--- src/rtl/hdmi_pattern_gen.sv ---
// HDMI-style timing and incrementing YCrCb pattern source, N pixels per clock.
// Optional HDMI_PATTERN_FRAME_RESET_EN: restart the pixel pattern at 0 on every frame.
module hdmi_pattern_gen #(
  parameter int N                 = 2,
  parameter int X_RES             = 2160,
  parameter int Y_RES             = 1200,
  parameter int H_SYNC_CYC        = 20,
  parameter int H_BACK_PORCH_CYC  = 46,
  parameter int H_FRONT_PORCH_CYC = 40,
  parameter int V_SYNC_CYC        = 2,
  parameter int V_BACK_PORCH_CYC  = 234,
  parameter int V_FRONT_PORCH_CYC = 28
) (
  input  logic               clk,
  input  logic               rst,
  input  logic               en,
  output logic               o_hdmi_v_sync,
  output logic               o_hdmi_h_sync,
  output logic               o_hdmi_data_valid,
  output logic [N-1:0][7:0]  o_hdmi_data_y,
  output logic [N-1:0][7:0]  o_hdmi_data_cr,
  output logic [N-1:0][7:0]  o_hdmi_data_cb,
  output logic               o_busy
);
  localparam int HS     = H_SYNC_CYC / N;
  localparam int HB     = H_BACK_PORCH_CYC / N;
  localparam int HA     = X_RES / N;
  localparam int HF     = H_FRONT_PORCH_CYC / N;
  localparam int L      = HS + HB + HA + HF;
  localparam int VLINES = V_SYNC_CYC + V_BACK_PORCH_CYC + Y_RES + V_FRONT_PORCH_CYC;
  localparam int HCW    = $clog2(L + 1);
  localparam int VCW    = $clog2(VLINES + 1);
  localparam int PW     = 8 * N;

  if ((H_SYNC_CYC % N) != 0 || (H_BACK_PORCH_CYC % N) != 0 ||
      (X_RES % N) != 0 || (H_FRONT_PORCH_CYC % N) != 0) begin : g_param_check
    $error("hdmi_pattern_gen: horizontal timing parameters must be divisible by N");
  end

  typedef enum logic [1:0] {H_SYNC, H_BACK, H_ACTIVE, H_FRONT} h_state_t;
  typedef enum logic [2:0] {V_IDLE, V_SYNC, V_BACK, V_ACTIVE, V_FRONT} v_state_t;

  h_state_t          h_state_q, h_state_d;
  v_state_t          v_state_q, v_state_d;
  logic [HCW-1:0]    hcnt_q, hcnt_d, h_len;
  logic [VCW-1:0]    vcnt_q, vcnt_d, v_len;
  logic [PW-1:0]     p_q, p_d, data_q, data_d;
  logic              v_sync_q, v_sync_d, h_sync_q, h_sync_d;
  logic              valid_q, valid_d, busy_q, busy_d;
  logic              h_last, v_last;

  always_comb begin
    h_len = HCW'(HS);
    case (h_state_q)
      H_SYNC:   h_len = HCW'(HS);
      H_BACK:   h_len = HCW'(HB);
      H_ACTIVE: h_len = HCW'(HA);
      H_FRONT:  h_len = HCW'(HF);
      default:  h_len = HCW'(HS);
    endcase
    v_len = VCW'(V_SYNC_CYC);
    case (v_state_q)
      V_SYNC:   v_len = VCW'(V_SYNC_CYC);
      V_BACK:   v_len = VCW'(V_BACK_PORCH_CYC);
      V_ACTIVE: v_len = VCW'(Y_RES);
      V_FRONT:  v_len = VCW'(V_FRONT_PORCH_CYC);
      default:  v_len = VCW'(V_SYNC_CYC);
    endcase
  end

  assign h_last = (hcnt_q == h_len - HCW'(1));
  assign v_last = (vcnt_q == v_len - VCW'(1));

  always_comb begin
    h_state_d = h_state_q;
    v_state_d = v_state_q;
    hcnt_d    = hcnt_q;
    vcnt_d    = vcnt_q;
    p_d       = p_q;
    data_d    = data_q;
    // Outputs are a registered image of the current timing state.
    v_sync_d  = (v_state_q == V_SYNC);
    h_sync_d  = (v_state_q != V_IDLE) && (h_state_q == H_SYNC);
    valid_d   = (v_state_q == V_ACTIVE) && (h_state_q == H_ACTIVE);
    busy_d    = (v_state_q != V_IDLE);

    if (valid_d) begin
      data_d = p_q;
      p_d    = p_q + PW'(1);
    end
`ifdef HDMI_PATTERN_FRAME_RESET_EN
    if (v_state_q == V_SYNC && vcnt_q == '0 && h_state_q == H_SYNC && hcnt_q == '0) begin
      p_d = '0;
    end
`endif

    if (v_state_q == V_IDLE) begin
      h_state_d = H_SYNC;
      hcnt_d    = '0;
      vcnt_d    = '0;
      if (en) v_state_d = V_SYNC;
    end else if (!h_last) begin
      hcnt_d = hcnt_q + HCW'(1);
    end else begin
      hcnt_d = '0;
      case (h_state_q)
        H_SYNC:   h_state_d = H_BACK;
        H_BACK:   h_state_d = H_ACTIVE;
        H_ACTIVE: h_state_d = H_FRONT;
        default: begin
          // End of line: advance the vertical side only here.
          h_state_d = H_SYNC;
          if (!v_last) begin
            vcnt_d = vcnt_q + VCW'(1);
          end else begin
            vcnt_d = '0;
            case (v_state_q)
              V_SYNC:   v_state_d = V_BACK;
              V_BACK:   v_state_d = V_ACTIVE;
              V_ACTIVE: v_state_d = V_FRONT;
              V_FRONT:  v_state_d = en ? V_SYNC : V_IDLE;
              default:  v_state_d = V_IDLE;
            endcase
          end
        end
      endcase
    end
  end

  always_ff @(posedge clk) begin
    if (rst) begin
      h_state_q <= H_SYNC;
      v_state_q <= V_IDLE;
      hcnt_q    <= '0;
      vcnt_q    <= '0;
      p_q       <= '0;
      data_q    <= '0;
      v_sync_q  <= 1'b0;
      h_sync_q  <= 1'b0;
      valid_q   <= 1'b0;
      busy_q    <= 1'b0;
    end else begin
      h_state_q <= h_state_d;
      v_state_q <= v_state_d;
      hcnt_q    <= hcnt_d;
      vcnt_q    <= vcnt_d;
      p_q       <= p_d;
      data_q    <= data_d;
      v_sync_q  <= v_sync_d;
      h_sync_q  <= h_sync_d;
      valid_q   <= valid_d;
      busy_q    <= busy_d;
    end
  end

  assign o_hdmi_v_sync     = v_sync_q;
  assign o_hdmi_h_sync     = h_sync_q;
  assign o_hdmi_data_valid = valid_q;
  assign o_busy            = busy_q;

  for (genvar gi = 0; gi < N; gi++) begin : g_lane
    assign o_hdmi_data_y[gi]  = data_q[8*gi +: 8];
    assign o_hdmi_data_cr[gi] = data_q[8*gi +: 8];
    assign o_hdmi_data_cb[gi] = data_q[8*gi +: 8];
  end

endmodule

--- config.mk ---
export PLATFORM = sky130hd
export DESIGN_NAME = hdmi_pattern_gen
export DESIGN_NICKNAME = d
export VERILOG_FILES = /design/src/rtl/hdmi_pattern_gen.sv
export SDC_FILE = /design/constraint.sdc
export NUM_CORES = 1
export LEC_CHECK = 0
export ABC_CLOCK_PERIOD_IN_PS = 2900
export BUFFER_PORTS_ARGS = -buffer_cell sky130_fd_sc_hd__buf_2
export CAP_MARGIN = 20
export CORE_MARGIN = 5
export CORE_UTILIZATION = 45
export CTS_CLUSTER_DIAMETER = 40
export DETAILED_ROUTE_END_ITERATION = 8
export GPL_TIMING_DRIVEN = 0
export PLACE_DENSITY = 0.64
export SETUP_SLACK_MARGIN = 0.5
export SYNTH_ARGS = -nofsm -noshare
export SYNTH_HDL_FRONTEND = slang
export SYNTH_SLANG_ARGS = --single-unit
--- constraint.sdc ---
create_clock -name clk -period 2.9 [get_ports clk]
set_input_delay 0.58 -clock clk [delete_from_list [all_inputs] [get_ports clk]]
set_output_delay 0.58 -clock clk [all_outputs]
set_load 0.01 [all_outputs]
**Yosys cells after proc, flatten, opt, wreduce, memory -nomap -nowiden**

Cells that the tools add are included.

- Reductions and logical operators: 12
- Multiplexer cells: 11
- Bitwise logic cells: 1
- Add/sub/neg operators: 5
- Equality and inequality tests: 11

Operators by type and width:

| operator | count |
|---|---|
| one-hot mux 11 bit (4 select lines) | 1 |
| one-hot mux 11 bit (3 select lines) | 1 |
| adder 11 x 1 -> 11 bit (second input constant) | 2 |
| == test 11 bit | 2 |
| subtractor 11 x 1 -> 11 bit (second input constant) | 2 |
| adder 16 x 1 -> 16 bit (second input constant) | 1 |
| 2-to-1 mux 3 bit | 5 |
| one-hot mux 3 bit (4 select lines) | 1 |
| 2-to-1 mux 11 bit | 1 |
| == test 3 x 2 -> 1 bit (second input constant) | 2 |
| one-hot mux 2 bit (3 select lines) | 1 |
| OR reduction 3 bit | 2 |
| == test 2 bit (second input constant) | 2 |
| AND reduction 4 bit | 1 |
| nonzero test 2 bit | 2 |
| == test 3 x 1 -> 1 bit (second input constant) | 1 |
| == test 3 bit (second input constant) | 1 |
| zero test 3 bit | 1 |
| nonzero test 3 bit | 1 |
| == test 2 x 1 -> 1 bit (second input constant) | 1 |
| logical AND 1 bit | 2 |
| zero test 2 bit | 1 |
| inequality test 2 x 1 -> 1 bit (second input constant) | 1 |
| inequality test 2 bit (second input constant) | 1 |
| 4 further kinds | 4 |

- Bits of input ports: 3
- Register bits after elaboration: 63
- Word-level logic and storage cells: 50

**Depth between registers and ports, before layout**

Gate-level depths: netlist of run 1.

- Word-level depth: 8
- Gate-level depth with buffers: 13
- Depth with buffers taken out: 11

**Worst setup path before layout of run 1**

Ideal clock, no wire load.

- Path kind: flip-flop to flip-flop
- Start: register v_state_q[0]
- End: register v_state_q[1]
- Slack: 0.377 ns
- Arrival time: 2.401 ns
- Setup time: 0.122 ns
- Clock period less this slack: 2.523 ns
- Stages on the path, launching flop included: 14
- Buffers on the path: 2
- Data required time: 2.778 ns
- Cells stage by stage: dfxtp_1 -> buf_2 -> and3b_1 -> clkbuf_1 -> inv_1 -> nand2_1 -> ha_1 -> xor2_1 -> a31oi_1 -> a32oi_1 -> nand3_1 -> nor3_4 -> nor3b_1 -> a221o_1

- Longest elaborated chain between the ends: 6
- Elaborated cells between the ends (all ways): 18

Ends and longest elaborated chain:

| item | line | text |
|---|---|---|
| start, declared | 44 | `v_state_t v_state_q, v_state_d;` |
| start signal, assigned | 144 | `v_state_q <= v_state_d;` |
| == test 3 bit (tied with other cells) | 62, 117 |  |
| one-hot mux 11 bit (3 select lines) / one-hot mux 3 bit (4 select lines) (equally long branches) | 62, 117 |  |
| subtractor 11 x 1 -> 11 bit / 2-to-1 mux 3 bit (equally long branches) | 72, 113 |  |
| == test 11 bit / 2-to-1 mux 3 bit (equally long branches) | 72, 106 |  |
| nonzero test 2 bit (no line) / 2-to-1 mux 3 bit (equally long branches) | - |  |
| AND reduction 4 bit (no line) / 2-to-1 mux 3 bit (equally long branches) | - |  |

Parallel ways exist; a longest one is shown, timed or not. The select of a mux whose other input is x is not followed.
A chain may end at the register's enable or synchronous reset.

**Worst setup path in the final report of run 1**

- Start: register v_state_q[2]
- End: register v_state_q[0]

Same word-level chain as after synthesis.

==> results of run 1 <==
repair_timing:
item | in CTS | in global routing
pin swaps | 10 | 7
setup buffers | 6 | 3
gates cloned | 0 | 0
endpoints found under the setup margin | 20 | 19
resized for setup | 20 | 18
per-stage QoR:
stage	worst slack, ps	cell area (sq um)	utilization [%]	power, mW
after floorplan	507.3	3186	-	0.9184
after global placement	214.9	3576	52.34	0.9311
after detailed placement	197.5	3576	52.34	0.9316
after CTS	451.0	3930	57.53	1.803
after global routing	375.7	4021	58.86	1.855
final	478.9	4021	58.86	1.781
layout make-up:
type | instances | area (sq um)
Fill cell | 634 | 2810
Multi-Input combinational cell | 271 | 1684
Sequential cell | 63 | 1270
Buffer | 51 | 354.1
Timing Repair Buffer | 63 | 337.8
Clock buffer | 10 | 137.6
Tap cell | 96 | 120.1
Clock inverter | 6 | 92.59
Inverter | 6 | 25.02
layer usage:
| metal | wire (microns) | track usage, % |
|---|---|---|
| met4 | 143 | 7.942 |
| met3 | 306 | 2.804 |
| met2 | 3021 | 24.72 |
| met5 | 0 | 0 |
| met1 | 3143 | 20.50 |
how the worst min path moves through the flow:
stage / to / cells after the start
2_1_floorplan: o_hdmi_data_cb[15] / 2
3_3_place_gp: o_hdmi_data_cb[15] / 2
3_5_place_dp: o_hdmi_data_cb[5] / 2
4_1_cts: o_hdmi_v_sync / 2
5_1_grt: o_hdmi_v_sync / 2
6_report: o_hdmi_v_sync / 2
worst max-delay path: cells and delay by family (launching register included):
family | cells | cell delay [ps]
simple gates | 5 | 920
compound gates | 2 | 360
flops | 1 | 350
buf+inv | 2 | 190
fa+ha+maj | 1 | 160
xor+xnor | 1 | 160
mux | 1 | 160
layout by cell type (no fill, tap or decap), types with 3 or more instances in the layout:
cell type  count
nand2_1       62
dfxtp_1       58
buf_2         55
buf_4         41
nor2_1        40
a21oi_1       29
xor2_1        23
nand3_1       15
clkbuf_1      12
clkbuf_8      11
xnor2_1       10
o21ai_0        9
nor3_1         9
nand4_1        7
ha_1           6
and3_1         5
or3_1          5
buf_6          4
nand2_2        4
and2_1         4
xnor2_2        4
a31oi_1        4
dfxtp_2        4
inv_1          3
nor2b_1        3
nor4_1         3
sequential cells by signal (all words and copies together) (netlist names), 2 cells and up:
signal / flops
h_state_q: 2
hcnt_q: 11
vcnt_q: 11
v_state_q: 3
p_q: 16
o_hdmi_data_cb: 16
kinds of logic after synthesis:
group,Yosys count,synth area share (%)
buffers and inverters,57,10.97
XOR/XNOR,38,10.46
AND/OR/NAND/NOR,174,26.43
adder cells (fa/ha/maj),9,3.539
multiplexers,2,0.6292
flip-flops,63,39.64
AO/OA/AOI/OAI,48,8.337
power by group through the flow:
stage	Clock, mW	Sequential, mW	Combinational, mW
2_1_floorplan	0	0.893	0.0256
3_3_place_gp	0	0.892	0.0393
3_5_place_dp	0	0.892	0.0396
4_1_cts	0.887	0.872	0.0434
5_1_grt	0.935	0.871	0.0480
6_report	0.866	0.871	0.0433
==> impl_metrics.py, run 1 <==
metrics = {
    "routing": {
        "finalWirelength_mm": 6.615,
        "wl_per_cell_microns": 11.69,
        "postRouteAntennaNets": 0,
        "drcViolationCount": 0,
        "drt_iter0_drc": 77,
        "vias_per_cell": 4.788,
        "firstDrtPassIters": 4,
        "vias": 2710,
    },
    "synthesis": {
        "yosysSeqAreaShare_pct": 39.64,
        "syn-instance-count": 391,
        "yosysMostFrequentCell": "nand2_1",
        "ys_async_sr_fraction_pct": 0,
        "ys_seq_elements": 63,
        "synth_common_cells": "nand2_1, dfxtp_1, nor2_1",
        "avgSynthCellArea_sq_um": 8.138,
        "yosys.area.top_type_share_pct": 39.64,
        "yosysWarnings": 0,
        "synth_cell_types": 40,
        "synth-main-ff-cell": "dfxtp_1",
        "syn_area_sq_um": 3182,
        "synth_edf_count": 0,
        "synthTopCellsByArea": "dfxtp_1, buf_4, nand2_1",
        "synth.net_count": 403,
        "yosys.area.top_type": "dfxtp_1",
    },
    "sta": {
        "finalSetupViolations": 0,
        "tns_ps": 0,
        "drv_slew": 0,
        "clock.fmax_ghz": 0.4130,
        "rsz0062_at_grt": "true",
        "fin_crit_sh_pct": 83.48,
        "hold_viol": 0,
        "tightest_slew_ps": 558.2,
        "relSlewSlack_pct": 62.47,
        "holdWs_ps": 441.6,
        "min_period_ps": 2421,
        "clock_skew_ps": 5.541,
    },
    "clock_tree": {
        "clock-sinks": 63,
        "path_clk_slew_ps": 70,
        "cts_buffers": 9,
        "cts_max_path_buffers": 2,
        "htreeDepth": 3,
        "clk_latency_ps": 340,
        "cts_tree": "yes",
        "cts_root_buffer": "clkbuf_8",
        "cts_hold_buf": 0,
    },
    "placement": {
        "port_buffers": 54,
        "placed_cells": 541,
        "place.gp.congestion": 0.8050,
        "detailed_place_hpwl_mm": 4.668,
    },
    "power_and_ir_drop": {
        "power.share.clock_pct": 48.6,
        "leakage_nw": 1.672,
        "peakVddDrop_mv": 0.2252,
        "switching_share_pct": 21.70,
        "comb_power_share_pct": 2.4,
        "p_seq_share_pct": 48.9,
        "power_density_nw_per_um2": 442.9,
        "switchingPower_uw": 386.5,
        "intPower_mw": 1.395,
    },
    "finish": {
        "fin_nets": 477,
        "drive_gt1_share_pct": 31.91,
        "antennaDiodeCount": 0,
        "area_growth_pct": 26.39,
        "fin_cells": 566,
    },
    "critical_path": {
        "path_cells": "buf_6 > nor3b_4 > inv_2 > nand2_2 > ha_4 > xor2_2 > nand2_1 > a32oi_2 > nand3_2 > or3_4 > mux2i_1 > a21oi_1",
        "ff2ff_setup_slack_ps": 480,
        "endpoint": "v_state_q[0]",
        "crit_type": "flop to flop",
        "cp_max_fo": 3,
        "rr_startpoint": "v_state_q[2]",
        "reg2reg_depth": 12,
        "cp_data_required_time_ps": 3110,
        "critical_path_arrival_ps": 2630,
        "timing.rr.end": "v_state_q[0]",
        "max_stage_delay_ps": 360,
        "cpMaxStageDelayCell": "or3_4",
        "end_kind": "flop",
        "startpoint_type": "flop",
        "worstSetupStartpoint": "v_state_q[2]",
    },
    "floorplan": {
        "chipWidth_microns": 94.09,
        "core_sq_um": 6832,
        "start_util_pct": 46.58,
        "io_pins": 55,
        "row_count": 30,
        "die_h_microns": 94.09,
        "die-area_sq_um": 8852,
    },
    "global_routing": {
        "grt_pass1_wl_mm": 11.19,
        "antenna_found_initial": 0,
        "grt_pass1_vias": 2521,
        "grt-ovfl-total": 0,
        "grt_max_degree": 13,
        "grt_use_total_pct": 15.71,
    },
    "job": {
        "drv_cap": 0,
    },
    "worst_hold_path": {
        "hp-class": "primary input to flop",
        "hp-start": "rst",
    },
    "status": {
        "run_status": "finished, final reports clean",
    },
}
No activity file was read; power rests on OpenSTA's default activity.
==> run 2, diff against run 1 <==
- ABC_CLOCK_PERIOD_IN_PS: 2900 -> 2500
- clock period: 2.9 -> 2.5 ns (I/O delays scaled with it)
==> impl_metrics.py, run 2 (synthesis gave the netlist of run 1 again) <==
metrics = {
    "status": {
        "run_status": "finished, final reports clean",
    },
    "global_routing": {
        "grt_use_total_pct": 16.74,
        "grt_pass1_wl_mm": 11.92,
        "grt_pass1_vias": 2653,
        "grt-ovfl-total": 0,
        "antenna_found_initial": 0,
        "grt_max_degree": 12,
    },
    "sta": {
        "finalSetupViolations": 0,
        "clock_skew_ps": 5.882,
        "tightest_slew_ps": 562.4,
        "relSlewSlack_pct": 62.19,
        "drv_slew": 0,
        "rsz0062_at_grt": "true",
        "hold_viol": 0,
        "min_period_ps": 2421,
        "fin_crit_sh_pct": 96.83,
        "clock.fmax_ghz": 0.4131,
    },
    "floorplan": {
        "die-area_sq_um": 8852,
        "start_util_pct": 46.58,
        "die_h_microns": 94.09,
        "chipWidth_microns": 94.09,
        "row_count": 30,
        "core_sq_um": 6832,
        "io_pins": 55,
    },
    "routing": {
        "postRouteAntennaNets": 0,
        "finalWirelength_mm": 7.039,
        "vias": 2815,
        "wl_per_cell_microns": 12.14,
        "drt_iter0_drc": 99,
        "vias_per_cell": 4.853,
        "drcViolationCount": 0,
        "firstDrtPassIters": 4,
    },
    "critical_path": {
        "startpoint_type": "flop",
        "max_stage_delay_ps": 360,
        "path_cells": "buf_6 > and3b_1 > clkbuf_8 > inv_6 > nand2_4 > ha_4 > xor2_2 > a31oi_2 > a32oi_2 > nand3_2 > or3_1 > mux2i_1 > a21oi_1",
        "crit_type": "flop to flop",
        "critical_path_arrival_ps": 2620,
        "cp_data_required_time_ps": 2700,
        "cp_max_fo": 4,
        "end_kind": "flop",
        "cpMaxStageDelayCell": "or3_1",
    },
    "finish": {
        "final_cell_mix": "nand2_1, dfxtp_1, buf_2, buf_4, nor2_1",
        "antennaDiodeCount": 0,
        "design_area_sq_um": 4240,
        "fillerInstances": 626,
        "area_growth_pct": 33.27,
        "fin_cells": 580,
        "drive_gt1_share_pct": 37.81,
        "final_common_cell": "nand2_1",
        "fin_nets": 491,
    },
    "placement": {
        "port_buffers": 54,
        "detailed_place_hpwl_mm": 4.784,
        "dpl_cell_area_sq_um": 3623,
        "place.gp.congestion": 0.8555,
        "placed_cells": 541,
    },
    "power_and_ir_drop": {
        "p_total_mw": 1.920,
        "peakVddDrop_mv": 0.2627,
        "power_density_nw_per_um2": 452.8,
        "leakage_nw": 1.762,
    },
    "clock_tree": {
        "cts_buffers": 9,
        "clk_latency_ps": 340,
        "path_clk_slew_ps": 70,
        "cts_hold_buf": 0,
        "cts_root_buffer": "clkbuf_8",
        "cts_max_path_buffers": 2,
        "cts_tree": "yes",
        "clock-sinks": 63,
        "htreeDepth": 3,
    },
    "job": {
        "drv_cap": 0,
    },
    "worst_hold_path": {
        "hp-class": "primary input to flop",
    },
}
-- run 2: cell count changes in the layout (fill, tap and decap cells not counted), sizes merged --
cell	delta
bufinv	-1
buf	+15
clkinv	+3
inv	-1
clkinvlp	-1
clkbuf	-1
-- run 2: critical path, delay by kind of cell, from the launching register on --
kind / cells / cell delay, ps
AND/OR/NAND/NOR: 4 / 720
AO/OA/AOI/OAI: 3 / 430
flip-flops: 1 / 320
buffers and inverters: 3 / 320
XOR/XNOR: 1 / 180
adder cells (fa/ha/maj): 1 / 170
multiplexers: 1 / 150
-- run 2: where the power goes --
group          total, mW  internal [mW]  switching [mW]
logic             0.0575         0.0207          0.0368
registers           1.01           1.01         0.00301
clock network      0.853          0.457           0.396
-- run 2: cell type report --
cell class | instances | area, sq um | share of cell area (%)
clock buffers | 10 | 127.6 | 3.010
flip-flops and latches | 63 | 1272 | 30.01
multi-input cells | 271 | 1803 | 42.52
plain buffers | 51 | 365.4 | 8.616
clock inverters | 6 | 61.31 | 1.446
well taps | 96 | 120.1 | 2.833
repair buffers | 77 | 457.9 | 10.80
inverters | 6 | 32.53 | 0.7672
-- run 2: metrics by stage --
step                setup slack, ps  utilization, %  setup TNS, ps  hold slack [ps]
detailed placement           -165.6           53.04         -193.5            469.4
floorplan                     200.2               -              0            443.6
CTS                           77.79           58.86              0            341.3
global placement             -158.6           53.04         -188.7            468.1
global route                 -56.30           62.07         -93.90            358.3
finish                        79.33           62.07              0            365.4
-- run 2: repair_timing --
| item | in CTS | in global routing |
|---|---|---|
| pin swaps | 17 | 10 |
| buffers inserted | 14 | 9 |
| endpoints found under the setup margin | 36 | 40 |
| gates resized for setup | 24 | 38 |
-- run 2: layer usage --
metal,up-vias,GRT usage (%),share of wire [%]
met1,1293,21.53,45
met5,-,0,0
met3,10,2.885,4.8
li1,1449,-,-
met4,0,8.183,1.6
met2,63,26.97,49
-- run 2: final timing paths --
| check | slack (ps) | cells after the start | start | end |
|---|---|---|---|---|
| worst max-delay path | 80 | 13 | v_state_q[0] | v_state_q[0] |
| worst min register to register | 480 | 2 | p_q[9] | o_hdmi_data_cb[9] |
| worst min-delay path | 370 | 2 | rst | o_hdmi_v_sync |
| worst max register to register | 80 | 13 | v_state_q[0] | v_state_q[0] |
==> run 3, diff against run 2 <==
- CORE_ASPECT_RATIO: unset -> 1.2
==> impl_metrics.py, run 3 (synthesis gave the netlist of run 1 again) <==
metrics = {
    "critical_path": {
        "end_kind": "flop",
        "max_stage_delay_ps": 360,
        "startpoint_type": "flop",
        "crit_type": "flop to flop",
        "cp_max_fo": 4,
        "crit_buf_inv": 3,
        "reg2reg_depth": 13,
        "cpMaxStageDelayCell": "or3_4",
        "rr_startpoint": "v_state_q[0]",
        "cp_data_required_time_ps": 2710,
        "critical_path_arrival_ps": 2600,
        "timing.rr.end": "v_state_q[0]",
        "path_cells": "buf_6 > and3b_1 > clkbuf_8 > inv_4 > nand2_4 > ha_4 > xor2_2 > a31oi_1 > a32oi_1 > nand3_2 > or3_4 > mux2i_1 > a21oi_1",
        "critPathTopFamily": "simple AND/OR/NAND/NOR gates",
        "ff2ff_setup_slack_ps": 110,
    },
    "routing": {
        "wl_per_cell_microns": 12.56,
        "finalWirelength_mm": 7.084,
        "drt_iter0_drc": 41,
        "drcViolationCount": 0,
        "postRouteAntennaNets": 0,
        "vias": 2782,
        "vias_per_cell": 4.933,
        "firstDrtPassIters": 4,
    },
    "global_routing": {
        "grt_pass1_vias": 2672,
        "grt_pass1_wl_mm": 11.89,
        "grt_use_total_pct": 16.74,
        "antenna_found_initial": 0,
        "grt-ovfl-total": 0,
        "grt_max_degree": 13,
    },
    "clock_tree": {
        "clk_latency_ps": 340,
        "cts_buffers": 9,
        "clock-sinks": 63,
        "cts_root_buffer": "clkbuf_8",
        "path_clk_slew_ps": 70,
        "htreeDepth": 3,
        "cts_tree": "yes",
        "cts_max_path_buffers": 2,
    },
    "power_and_ir_drop": {
        "comb_power_share_pct": 2.5,
        "power_density_nw_per_um2": 533.2,
        "peakVddDrop_mv": 0.3441,
        "leakage_nw": 1.749,
        "p_total_mw": 2.257,
        "intPower_mw": 1.794,
        "power.share.clock_pct": 52.7,
        "switchingPower_uw": 463.8,
        "p_seq_share_pct": 44.8,
        "switching_share_pct": 20.54,
    },
    "sta": {
        "min_period_ps": 2392,
        "rsz0062_at_grt": "true",
        "hold_viol": 0,
        "relSlewSlack_pct": 62.90,
        "tns_ps": 0,
        "tightest_slew_ps": 556.4,
        "clock_skew_ps": 6.889,
        "clock.fmax_ghz": 0.4181,
        "drv_slew": 0,
        "fin_crit_sh_pct": 95.67,
        "finalSetupViolations": 0,
    },
    "placement": {
        "dpl_cell_area_sq_um": 3612,
        "place.gp.congestion": 0.8239,
        "detailed_place_hpwl_mm": 4.885,
        "port_buffers": 54,
    },
    "finish": {
        "final_common_cell": "nand2_1",
        "drive_gt1_share_pct": 36.69,
        "fin_nets": 484,
        "register_area_sq_um": 1270,
        "area_growth_pct": 33.07,
        "fillerInstances": 615,
        "final_cell_mix": "nand2_1, dfxtp_1, buf_2, buf_4, nor2_1",
        "design_area_sq_um": 4234,
        "multi_input_area_sq_um": 1788,
        "antennaDiodeCount": 0,
    },
    "worst_hold_path": {
        "min_path_cells": 2,
        "hp-start": "rst",
        "whs_endpoint": "o_hdmi_v_sync",
        "hp-class": "primary input to flop",
    },
    "status": {
        "run_status": "finished, final reports clean",
    },
    "floorplan": {
        "row_count": 33,
        "die-area_sq_um": 8859,
        "core_sq_um": 6854,
        "chipWidth_microns": 86.76,
        "start_util_pct": 46.42,
        "io_pins": 55,
        "die_h_microns": 102.1,
    },
    "job": {
        "drv_cap": 0,
    },
}
## run 3: repair_timing
item / 4_1_cts / 5_1_grt
setup endpoints to repair: 36 / 33
pin swaps: 14 / 12
gates resized for setup: 28 / 29
hold buffers: 0 / 0
setup buffers: 14 / 2
## run 3: worst max path at each step
stage                       startpoint      endpoint  slack, ps  depth (start not counted)
after floorplan           v_state_q[0]  v_state_q[1]        200                         13
after global placement    v_state_q[2]  v_state_q[1]       -180                         12
after detailed placement  v_state_q[2]  v_state_q[1]       -270                         12
after CTS                 v_state_q[0]  v_state_q[1]        100                         13
after global routing      v_state_q[2]  v_state_q[0]        -40                         13
final                     v_state_q[0]  v_state_q[0]        110                         13
## run 3: worst reg2reg max path, stage by stage, from the launching register on
cell	delay (ps)
dfxtp_2	320
buf_6	120
and3b_1	160
clkbuf_8	140
inv_4	50
nand2_4	40
ha_4	180
xor2_2	170
a31oi_1	110
a32oi_1	230
nand3_2	160
or3_4	360
mux2i_1	140
a21oi_1	80
## run 3: layout make-up
type,instances,area share (%)
inverters,6,0.7092
clock buffers,9,2.926
plain buffers,51,8.599
well taps,87,2.571
multi-input cells,271,42.23
repair buffers,70,9.574
clock inverters,7,3.398
flip-flops and latches,63,29.99
## run 3: metal layers
layer,GRT usage (%),up-vias,routed length [microns]
li1,-,1430,-
met1,18.78,1290,3043
met2,30.68,50,3629
met3,2.742,12,280
met4,7.794,0,130
met5,0,-,0
## run 3: power groups by stage
stage	Combinational [mW]	Sequential [mW]	Clock (mW)
after global routing	0.0637	1.01	1.26
after detailed placement	0.0479	1.03	0
final	0.0561	1.01	1.19
after CTS	0.0529	1.01	1.21
after floorplan	0.0311	1.04	0
after global placement	0.0475	1.03	0
## run 3: through the flow
stage               util (%)  cells  hold slack [ps]  setup WS [ps]
floorplan                  -    391            443.6          200.2
global placement       52.70    532            457.2         -180.1
detailed placement     52.70    532            469.8         -269.2
CTS                    59.86    562            356.6          102.3
global route           61.77    564            374.4         -37.20
finish                 61.77    564            366.0          108.2
